`config.mk`:
```
export PLATFORM = sky130hd
export DESIGN_NAME = csr_regfile
export DESIGN_NICKNAME = d
export VERILOG_FILES = /design/src/rtl/csr_regfile_pkg.sv /design/src/rtl/csr_regfile_counter64.sv /design/src/rtl/csr_regfile.sv
export SDC_FILE = /design/constraint.sdc
export NUM_CORES = 1
export LEC_CHECK = 0
export CORE_MARGIN = 3
export CORE_UTILIZATION = 40
export DETAILED_ROUTE_END_ITERATION = 16
export DONT_BUFFER_PORTS = 1
export SLEW_MARGIN = 20
export SYNTH_ARGS = -nofsm -noshare
export SYNTH_HDL_FRONTEND = slang
export SYNTH_HIERARCHICAL = 1
export SYNTH_SLANG_ARGS = --single-unit
```
`constraint.sdc`:
```
create_clock -name clk -period 2.65 [get_ports clk]
set_clock_uncertainty 0.1 [all_clocks]
set_input_delay 0 -clock clk [delete_from_list [all_inputs] [get_ports clk]]
set_output_delay 0 -clock clk [all_outputs]
set_load 0.05 [all_outputs]
```
`src/rtl/csr_regfile_pkg.sv`:
```
// csr_regfile_pkg
//   Shared constants and helpers for the machine-mode CSR file. This package holds:
//   - the CSR addresses,
//   - the mstatus/mie/mip bit positions,
//   - the write masks,
//   - a helper that turns raw write data into the value a CSR will hold.
//   The read bypass and the write path both use that helper, so the two cannot disagree.
package csr_regfile_pkg;

    // CSR addresses
    localparam logic [11:0] CSR_MSTATUS   = 12'h300;
    localparam logic [11:0] CSR_MISA      = 12'h301;
    localparam logic [11:0] CSR_MIE       = 12'h304;
    localparam logic [11:0] CSR_MTVEC     = 12'h305;
    localparam logic [11:0] CSR_MSCRATCH  = 12'h340;
    localparam logic [11:0] CSR_MEPC      = 12'h341;
    localparam logic [11:0] CSR_MCAUSE    = 12'h342;
    localparam logic [11:0] CSR_MTVAL     = 12'h343;
    localparam logic [11:0] CSR_MIP       = 12'h344;
    localparam logic [11:0] CSR_MCYCLE    = 12'hB00;
    localparam logic [11:0] CSR_MINSTRET  = 12'hB02;
    localparam logic [11:0] CSR_MCYCLEH   = 12'hB80;
    localparam logic [11:0] CSR_MINSTRETH = 12'hB82;
    localparam logic [11:0] CSR_MHARTID   = 12'hF14;

    // mstatus fields
    localparam int MSTATUS_MIE    = 3;
    localparam int MSTATUS_MPIE   = 7;
    localparam int MSTATUS_MPP_LO = 11;
    localparam int MSTATUS_MPP_HI = 12;

    // MTIE in mie and MTIP in mip share bit 7
    localparam int MIX_MT_BIT = 7;

    // Write masks
    localparam logic [31:0] MSTATUS_WMASK = 32'h0000_0088;  // MIE | MPIE
    localparam logic [31:0] MSTATUS_MPP   = 32'h0000_1800;  // hardwired M-mode
    localparam logic [31:0] MIE_WMASK     = 32'h0000_0080;  // MTIE only
    localparam logic [31:0] ALIGN4_MASK   = 32'hFFFF_FFFC;  // mepc / mtvec

    // True for addresses a write can land on
    function automatic logic csr_writable(input logic [11:0] addr);
        case (addr)
            CSR_MSTATUS, CSR_MIE, CSR_MTVEC, CSR_MSCRATCH,
            CSR_MEPC, CSR_MCAUSE, CSR_MTVAL,
            CSR_MCYCLE, CSR_MINSTRET, CSR_MCYCLEH, CSR_MINSTRETH:
                csr_writable = 1'b1;
            default:
                csr_writable = 1'b0;
        endcase
    endfunction

    // Value a register reads back after a write of 'data' to 'addr'
    function automatic logic [31:0] csr_write_view(input logic [11:0] addr,
                                                   input logic [31:0] data);
        case (addr)
            CSR_MSTATUS:
                csr_write_view = (data & MSTATUS_WMASK) | MSTATUS_MPP;
            CSR_MIE:
                csr_write_view = data & MIE_WMASK;
            CSR_MTVEC, CSR_MEPC:
                csr_write_view = data & ALIGN4_MASK;
            CSR_MSCRATCH, CSR_MCAUSE, CSR_MTVAL,
            CSR_MCYCLE, CSR_MINSTRET, CSR_MCYCLEH, CSR_MINSTRETH:
                csr_write_view = data;
            default:
                csr_write_view = 32'h0;
        endcase
    endfunction

endpackage

```
`src/rtl/csr_regfile_counter64.sv`:
```
// csr_counter64
//   64-bit free-running counter with separate write strobes for the low and high halves.
//   - A write replaces the written half.
//   - In a write cycle the other half holds and the counter does not increment.
//   - The count wraps from all-ones to zero.
//   Ports:
//     clk, rst   clock, synchronous active-high reset
//     inc_i      increment enable
//     wr_lo_i    write bits 31:0 from wdata_i
//     wr_hi_i    write bits 63:32 from wdata_i
//     wdata_i    write data
//     count_o    current count
module csr_counter64 (
    input  logic        clk,
    input  logic        rst,
    input  logic        inc_i,
    input  logic        wr_lo_i,
    input  logic        wr_hi_i,
    input  logic [31:0] wdata_i,
    output logic [63:0] count_o
);

    logic [63:0] r_cnt;

    always_ff @(posedge clk) begin
        if (rst) begin
            r_cnt <= 64'h0;
        end else if (wr_lo_i) begin
            r_cnt[31:0] <= wdata_i;
        end else if (wr_hi_i) begin
            r_cnt[63:32] <= wdata_i;
        end else if (inc_i) begin
            r_cnt <= r_cnt + 64'd1;
        end
    end

    assign count_o = r_cnt;

endmodule

```
`src/rtl/csr_regfile.sv`:
```
// csr_regfile
//   Machine-mode CSR storage for the RV32 core.
//   - Takes the writeback CSR write channel.
//   - Serves the execute stage's combinational read port, with same-cycle write bypass.
//   - Applies trap-entry and mret updates.
//   - Keeps the mcycle and minstret counters.
//   - Raises a registered timer-interrupt request.
//   Ports:
//     clk, rst                   clock, synchronous active-high reset
//     we_i, waddr_i, wdata_i     CSR write from writeback
//     raddr_i, rdata_o           combinational CSR read
//     trap_i, trap_pc_i,
//     trap_cause_i, trap_val_i   trap entry (loads mepc/mcause/mtval)
//     mret_i                     mret commit
//     instret_i                  retire strobe for minstret
//     timer_irq_i                CLINT timer level
//     mtvec_o, mepc_o            current trap vector / exception PC
//     irq_o                      registered MIE & MTIE & MTIP
module csr_regfile
    import csr_regfile_pkg::*;
#(
    parameter logic [31:0] HART_ID   = 32'h0,
    parameter logic [31:0] MISA_VAL  = 32'h4000_0100,
    parameter logic [31:0] MTVEC_RST = 32'h0000_0000
) (
    input  logic        clk,
    input  logic        rst,
    input  logic        we_i,
    input  logic [11:0] waddr_i,
    input  logic [31:0] wdata_i,
    input  logic [11:0] raddr_i,
    output logic [31:0] rdata_o,
    input  logic        trap_i,
    input  logic [31:0] trap_pc_i,
    input  logic [31:0] trap_cause_i,
    input  logic [31:0] trap_val_i,
    input  logic        mret_i,
    input  logic        instret_i,
    input  logic        timer_irq_i,
    output logic [31:0] mtvec_o,
    output logic [31:0] mepc_o,
    output logic        irq_o
);

    // Architectural state
    logic        r_mie;      // mstatus.MIE
    logic        r_mpie;     // mstatus.MPIE
    logic        r_mtie;     // mie.MTIE
    logic        r_mtip;     // mip.MTIP (timer_irq_i, one flop)
    logic        r_irq;
    logic [31:0] r_mtvec;
    logic [31:0] r_mscratch;
    logic [31:0] r_mepc;
    logic [31:0] r_mcause;
    logic [31:0] r_mtval;

    logic [63:0] w_mcycle;
    logic [63:0] w_minstret;
    logic [31:0] w_mstatus;
    logic [31:0] w_wview;
    logic [31:0] w_rdata;
    logic        w_wr_mstatus, w_wr_mie, w_wr_mtvec, w_wr_mscratch;
    logic        w_wr_mepc, w_wr_mcause, w_wr_mtval;
    logic        w_wr_mcycle, w_wr_mcycleh, w_wr_minstret, w_wr_minstreth;

    // Write decode
    assign w_wr_mstatus   = we_i && (waddr_i == CSR_MSTATUS);
    assign w_wr_mie       = we_i && (waddr_i == CSR_MIE);
    assign w_wr_mtvec     = we_i && (waddr_i == CSR_MTVEC);
    assign w_wr_mscratch  = we_i && (waddr_i == CSR_MSCRATCH);
    assign w_wr_mepc      = we_i && (waddr_i == CSR_MEPC);
    assign w_wr_mcause    = we_i && (waddr_i == CSR_MCAUSE);
    assign w_wr_mtval     = we_i && (waddr_i == CSR_MTVAL);
    assign w_wr_mcycle    = we_i && (waddr_i == CSR_MCYCLE);
    assign w_wr_mcycleh   = we_i && (waddr_i == CSR_MCYCLEH);
    assign w_wr_minstret  = we_i && (waddr_i == CSR_MINSTRET);
    assign w_wr_minstreth = we_i && (waddr_i == CSR_MINSTRETH);

    assign w_wview = csr_write_view(waddr_i, wdata_i);

    always_ff @(posedge clk) begin
        if (rst) begin
            r_mie      <= 1'b0;
            r_mpie     <= 1'b0;
            r_mtie     <= 1'b0;
            r_mtip     <= 1'b0;
            r_irq      <= 1'b0;
            r_mtvec    <= MTVEC_RST;
            r_mscratch <= 32'h0;
            r_mepc     <= 32'h0;
            r_mcause   <= 32'h0;
            r_mtval    <= 32'h0;
        end else begin
            // mstatus: trap beats mret, and both beat a software write.
            // mret touches both writable fields, so it fully shadows a write.
            if (trap_i) begin
                r_mpie <= r_mie;
                r_mie  <= 1'b0;
            end else if (mret_i) begin
                r_mie  <= r_mpie;
                r_mpie <= 1'b1;
            end else if (w_wr_mstatus) begin
                r_mie  <= wdata_i[MSTATUS_MIE];
                r_mpie <= wdata_i[MSTATUS_MPIE];
            end

            // Trap-owned registers. Writes elsewhere in the map still land.
            if (trap_i) begin
                r_mepc   <= trap_pc_i & ALIGN4_MASK;
                r_mcause <= trap_cause_i;
                r_mtval  <= trap_val_i;
            end else begin
                if (w_wr_mepc)   r_mepc   <= w_wview;
                if (w_wr_mcause) r_mcause <= w_wview;
                if (w_wr_mtval)  r_mtval  <= w_wview;
            end

            if (w_wr_mie)      r_mtie     <= wdata_i[MIX_MT_BIT];
            if (w_wr_mtvec)    r_mtvec    <= w_wview;
            if (w_wr_mscratch) r_mscratch <= w_wview;

            r_mtip <= timer_irq_i;
            // Built from registered terms, so irq_o lags its inputs by one edge
            r_irq  <= r_mie & r_mtie & r_mtip;
        end
    end

    csr_counter64 u_mcycle (
        .clk     (clk),
        .rst     (rst),
        .inc_i   (1'b1),
        .wr_lo_i (w_wr_mcycle),
        .wr_hi_i (w_wr_mcycleh),
        .wdata_i (wdata_i),
        .count_o (w_mcycle)
    );

    csr_counter64 u_minstret (
        .clk     (clk),
        .rst     (rst),
        .inc_i   (instret_i),
        .wr_lo_i (w_wr_minstret),
        .wr_hi_i (w_wr_minstreth),
        .wdata_i (wdata_i),
        .count_o (w_minstret)
    );

    always_comb begin
        w_mstatus                 = MSTATUS_MPP;
        w_mstatus[MSTATUS_MIE]    = r_mie;
        w_mstatus[MSTATUS_MPIE]   = r_mpie;
    end

    always_comb begin
        w_rdata = 32'h0;
        case (raddr_i)
            CSR_MSTATUS:   w_rdata = w_mstatus;
            CSR_MISA:      w_rdata = MISA_VAL;
            CSR_MIE:       w_rdata = {24'h0, r_mtie, 7'h0};
            CSR_MTVEC:     w_rdata = r_mtvec;
            CSR_MSCRATCH:  w_rdata = r_mscratch;
            CSR_MEPC:      w_rdata = r_mepc;
            CSR_MCAUSE:    w_rdata = r_mcause;
            CSR_MTVAL:     w_rdata = r_mtval;
            CSR_MIP:       w_rdata = {24'h0, r_mtip, 7'h0};
            CSR_MCYCLE:    w_rdata = w_mcycle[31:0];
            CSR_MINSTRET:  w_rdata = w_minstret[31:0];
            CSR_MCYCLEH:   w_rdata = w_mcycle[63:32];
            CSR_MINSTRETH: w_rdata = w_minstret[63:32];
            CSR_MHARTID:   w_rdata = HART_ID;
            default:       w_rdata = 32'h0;
        endcase
    end

    // Forward an in-flight writeback so execute sees it without a stall.
    // Trap/mret effects are intentionally not forwarded.
    assign rdata_o = (we_i && (waddr_i == raddr_i) && csr_writable(raddr_i))
                     ? w_wview : w_rdata;

    assign mtvec_o = r_mtvec;
    assign mepc_o  = r_mepc;
    assign irq_o   = r_irq;

endmodule

```
# --- After elaboration in Yosys (flattened, before gate mapping) ---
# Cells that the tools add are included.
classes:
  n_eq_ne: 27
  n_reduce_logical: 26
  n_mux: 22
  addsub: 2
  bitwise_logic: 3
ops:
  columns: ["operator", "n"]
  rows:
  - ["32-bit two-way mux", 13]
  - ["32-bit case mux with 13 select lines", 1]
  - ["12-bit by 10-bit equality test with 1-bit output, second input constant", 16]
  - ["64-bit by 1-bit adder with 64-bit output, second input constant", 2]
  - ["32-bit case mux with 4 select lines", 1]
  - ["12-bit equality test, second input constant", 8]
  - ["64-bit two-way mux", 1]
  - ["1-bit logical AND", 13]
  - ["12-bit equality test", 1]
  - ["2-bit nonzero test", 6]
  - ["11-bit OR reduction", 1]
  - ["7-bit OR reduction", 1]
  - ["1-bit two-way mux", 6]
  - ["2-bit by 1-bit != test with 1-bit output, second input constant", 2]
  - ["2-bit AND reduction", 2]
  - ["2-bit OR reduction", 2]
  - ["3-bit nonzero test", 1]
  - ["1-bit AND", 2]
  - ["1-bit NOT", 1]
word_totals:
  word_cells: 95
  output_inout_bits: 97
  inputBits: 159
  reg_bits: 293

# --- Logic depth before layout (Yosys ltp) ---
logic_depth:
  ltp_word: 5
  mapped_depth: 12
  ltp_nobuf: 9

# --- By module ---
# Netlist, hierarchy kept.
by_module_without_submodules:
  columns: ["mod", "area_per_inst_um2", "n_inst", "cells_per_inst", "seq_area_each_um2"]
  rows:
  - ["csr_regfile", 9970.8, 1, 1265, 3303.2]
  - ["csr_counter64 at u_minstret", 4342.9, 1, 577, 1281.2]
  - ["csr_counter64 at u_mcycle", 4287.9, 1, 581, 1281.2]

# --- Worst setup path before layout ---
# Ideal clock, no wire load.
synth_timing:
  path_type: "in2out"
  startpoint: "input raddr_i[5]"
  endpoint: "output rdata_o[9]"
  slack_ns: -0.025
  stages: 7
  t_required_ns: 2.550
  path_buffers: 2
  arrival_time_ns: 2.575
  path_cell_list: "buf_4 -> or4b_4 -> a2bb2oi_1 -> o311a_4 -> or3_4 -> buf_6 -> a41oi_1"
synth_via:
  elab_chain_len: 5
  word_cells_on_any_way: 20
  cone_classes: "14 x eq/ne; 3 x mux; 3 x reduce/logical"
synth_rtl:
  columns: ["element", "line", "source"]
  rows:
  - ["start: declaration", "csr_regfile.sv:31", "input logic [11:0] raddr_i,"]
  - ["12-bit equality test or 12-bit by 10-bit equality test with 1-bit output (tied branches)", "csr_regfile_pkg.sv:43, csr_regfile.sv:156", null]
  - ["11-bit OR reduction", "csr_regfile_pkg.sv:43", "case (addr)"]
  - ["1-bit two-way mux", "csr_regfile_pkg.sv:43", null]
  - ["1-bit logical AND", "csr_regfile.sv:177", "assign rdata_o = (we_i && (waddr_i == raddr_i) && csr_writable(raddr_i))"]
  - ["32-bit two-way mux *", "csr_regfile.sv:178", "? w_wview : w_rdata;"]
  - ["end: declaration", "csr_regfile.sv:32", "output logic [31:0] rdata_o,"]
# Mark *: on every way between the ends. The rest lies on a longest branch, timed or not.

# --- Final worst setup path ---
layout_timing:
  startpoint: "register u_mcycle.r_cnt[60], in the netlist u_mcycle/count_o[60]"
  endpoint: "output rdata_o[28]"
layout_via:
  elab_chain_len: 2
layout_rtl:
  columns: ["element", "line", "source"]
  rows:
  - ["start: declaration", "csr_regfile_counter64.sv:23", "logic [63:0] r_cnt;"]
  - ["start signal: assignment", "csr_regfile_counter64.sv:31", "r_cnt[63:32] <= wdata_i;"]
  - ["start signal: assignment", "csr_regfile_counter64.sv:33", "r_cnt <= r_cnt + 64'd1;"]
  - ["32-bit case mux with 13 select lines", "csr_regfile.sv:156", "case (raddr_i)"]
  - ["32-bit two-way mux", "csr_regfile.sv:178", null]
# Every way passes these cells.

==> metrics <==
outcome finished, violations left; violated checks negative setup slack; largest net degree at the start of global routing 149; Most Used Layer, Global Route met2; Syn Inst Count 2423; Hold EP mepc_o[27]; xor/xnor cell area share of the yosys netlist 0.03249; met3 GRT Util 0.1149; synth warn 6; Post-Layout Inst Area 0.02530 mm^2; Hold Path Class input pin to flip-flop; share of total power in sequential cells 0.400; most common cell after layout, fill and taps aside nand2_1; count of pins over their slew limit 0; GRT overflow 0; clock buffers created by TritonCTS 37; # IOs 256; pwr/cell area 464.9 mW/mm^2; H-tree Lvls 2; Min-Delay Path Depth 3; Die Ht 221.6 um; total die area 0.04913 mm^2; Clk pwr share 0.497; largest family of logic cells by synthesized area simple AND/OR/NAND/NOR gates; Worst Max-Slew Pin Slew 1.223 ns; core area 0.04567 mm^2; reg2reg path depth 7; RSZ-0062 raised after global routing no; Peak supply drop 0.4437 mV; FMAX 376.9 MHz; clk slew on worst S/H paths 0.07 ns; root buf cell clkbuf_16; Net Sw Frac 0.2696; area delta synth->final 36.01%; Max-cap violations 0; Vias per Instance 6.777; CTS tree done; CTS Buffer Depth 3; placed cell area 0.02079 mm^2; clk sink count 293; Worst Setup End Kind output pin; #FFs+latches synth 293; final setup fails 1; final hold vios 0; relative slew slack 0.1820; P_leak 0.009288 uW; Initial DRC Count 3511; NetSw 3170 uW; post-synth cell types 93; P_int 8590 uW; minimum clock period 2.653 ns; Setup CP Type flip-flop to output pin; first-pass GRT wire length 149800 um; vias in the first global route 21660; share of layout cells above drive strength 1 0.1561; commonest non-fill, non-tap cells in the layout nand2_1 (343), dlygate4sd3_1 (290), dfxtp_1 (285); gr usage total 0.4029; Worst Path Required 2.55 ns; hold_sp wdata_i[27]; commonest register cell after synthesis dfxtp_1; # DRC 0; Starting Density 0.4073; GPL Wtd Cong 1.024; total number of vias 23449; post-route ant nets 0; Synth Area in Compound Gates 0.2438; IO buf count 0; grt met2 use 0.5933; Hold Slack 0.01422 ns; mean post-synth cell area 7.677 um^2; initial antenna violation count 18; worst r2r src u_minstret/count_o[26]; Setup crit start kind flip-flop; setup slack, reg-to-reg 0.05 ns; Logic pwr share 0.102; die width 221.6 um; Critical Path AT 2.55 ns; Final WS setup -0.003038 ns; Async S/R FF share, synth 0; Synth Area in Simple Gates 0.2812; fin nets 2976; hpwl dp 68420 um; final worst path period share 1.001; RR Endpoint u_minstret/count_o[33]; Pre-antenna DRT Iters 6; Post-Synth Adder-Cell Area 0.001345; worst-path fanout max 5; worst skew pair latency 0.59 ns; post-synthesis mux area share 0.06255; Std-Cell Rows 78; met1 GRT Util 0.5299; WL/cell 30.28 um; Post-Syn Area 0.01860 mm^2; Core Util, Final 0.5539; sequential element share of the synthesized area 0.3153; drt total wl 104800 um; total power 11760 uW; number of flops mapped to enable cells by yosys 0
final cells by class:
cell class	instances	area (um^2)
inverter	89	334.1
multi-input combinational	1849	11760
tap	600	750.7
timing repair buffer	545	5152
antenna	16	40.04
fill	4217	20370
clock buffer	44	1013
clock inverter	24	369.1
sequential	293	5876
cell usage after synthesis (7+ instances only):
library cell	n	area (um^2)
a2111oi_0	12	105.1
a211oi_1	57	427.9
a21oi_1	221	1106
a221oi_1	60	525.5
a22o_1	10	87.58
a22oi_1	72	540.5
a311oi_1	19	166.4
a31oi_1	41	256.5
a41oi_1	7	61.31
and2_1	10	62.56
and3_1	51	319.1
and4_1	27	236.5
buf_1	16	60.06
buf_2	22	110.1
clkbuf_1	152	570.6
dfxtp_1	293	5866
inv_1	86	322.8
mux2_2	22	247.7
mux2i_1	51	510.5
mux4_2	18	405.4
nand2_1	343	1287
nand2b_1	7	43.79
nand3_1	111	555.5
nand3b_1	10	75.07
nand4_1	84	525.5
nor2_1	151	566.8
nor2b_1	23	143.9
nor3_1	44	220.2
nor3b_1	8	60.06
nor4_1	39	244.0
nor4b_1	7	61.31
o211ai_1	11	82.58
o21ai_0	45	225.2
o22ai_1	16	100.1
o2bb2ai_1	19	166.4
o32ai_1	7	61.31
or3_1	29	181.4
or4_1	26	195.2
xnor2_1	41	359.1
xor2_1	28	245.2
sequential cells by signal, summed over array words and instances, names as in the netlist, 32 cells and up:
register            cells
r_mtval                32
mtvec_o                32
r_mcause               32
r_mscratch             32
u_minstret/count_o     64
u_mcycle/count_o       64
mepc_o                 32
cells by family after synthesis:
group                      after synthesis
AOI/OAI and AO/OA                      664
and+or+nand+nor                       1014
adders and majority gates                2
muxes                                   91
other                                    1
buffers and inverters                  289
xor gates and xnor gates                69
DFF                                    293
how the worst max path moves through the flow:
stage,start,end,cells past startpoint
CTS,u_mcycle/count_o[60],rdata_o[28],6
floorplan,raddr_i[5],rdata_o[3],7
global route,u_minstret/count_o[5],u_minstret/count_o[19],9
global placement,waddr_i[3],u_minstret/count_o[45],9
finish,u_mcycle/count_o[60],rdata_o[28],6
detailed placement,waddr_i[8],u_mcycle/count_o[43],9
metal layers:
metal  up-vias  wire, um
met1     11345     39500
li1       9894         -
met5         -        59
met4        10      6779
met2      1807     44010
met3       393     14420
power groups by stage:
| stage | sequential [uW] | clock (uW) | combinational (uW) |
|---|---|---|---|
| after floorplan | 4800 | 0 | 551 |
| after global placement | 4790 | 0 | 640 |
| after detailed placement | 4790 | 0 | 646 |
| after CTS | 4700 | 5850 | 1140 |
| after global routing | 4710 | 6020 | 1250 |
| final | 4710 | 5850 | 1200 |
critical path, cell delays in order, from the launching register on:
cell	delay, ns
dfxtp_2	0.38
mux4_2	0.53
and4_4	0.23
a221o_1	0.27
a211oi_2	0.24
o2bb2ai_2	0.13
buf_12	0.17
repair_timing:
action,in CTS,in global routing
setup endpoints to repair,2,25
gates resized for setup,8,18
hold endpoints to repair,293,0
pin swaps,1,2
cloned,0,0
buffers inserted,0,4
hold buffers,293,0
metrics by stage:
step | cells | setup TNS [ns] | setup WS [ns]
after global routing | 3455 | 0 | 0.005071
final | 3460 | -0.003038 | -0.003038
after floorplan | 2431 | 0 | 0.02381
after global placement | 3079 | 0 | 0.1626
after detailed placement | 3079 | 0 | 0.08983
after CTS | 3440 | 0 | 0.01013
Note: power is estimated with default switching activity, not from simulation.
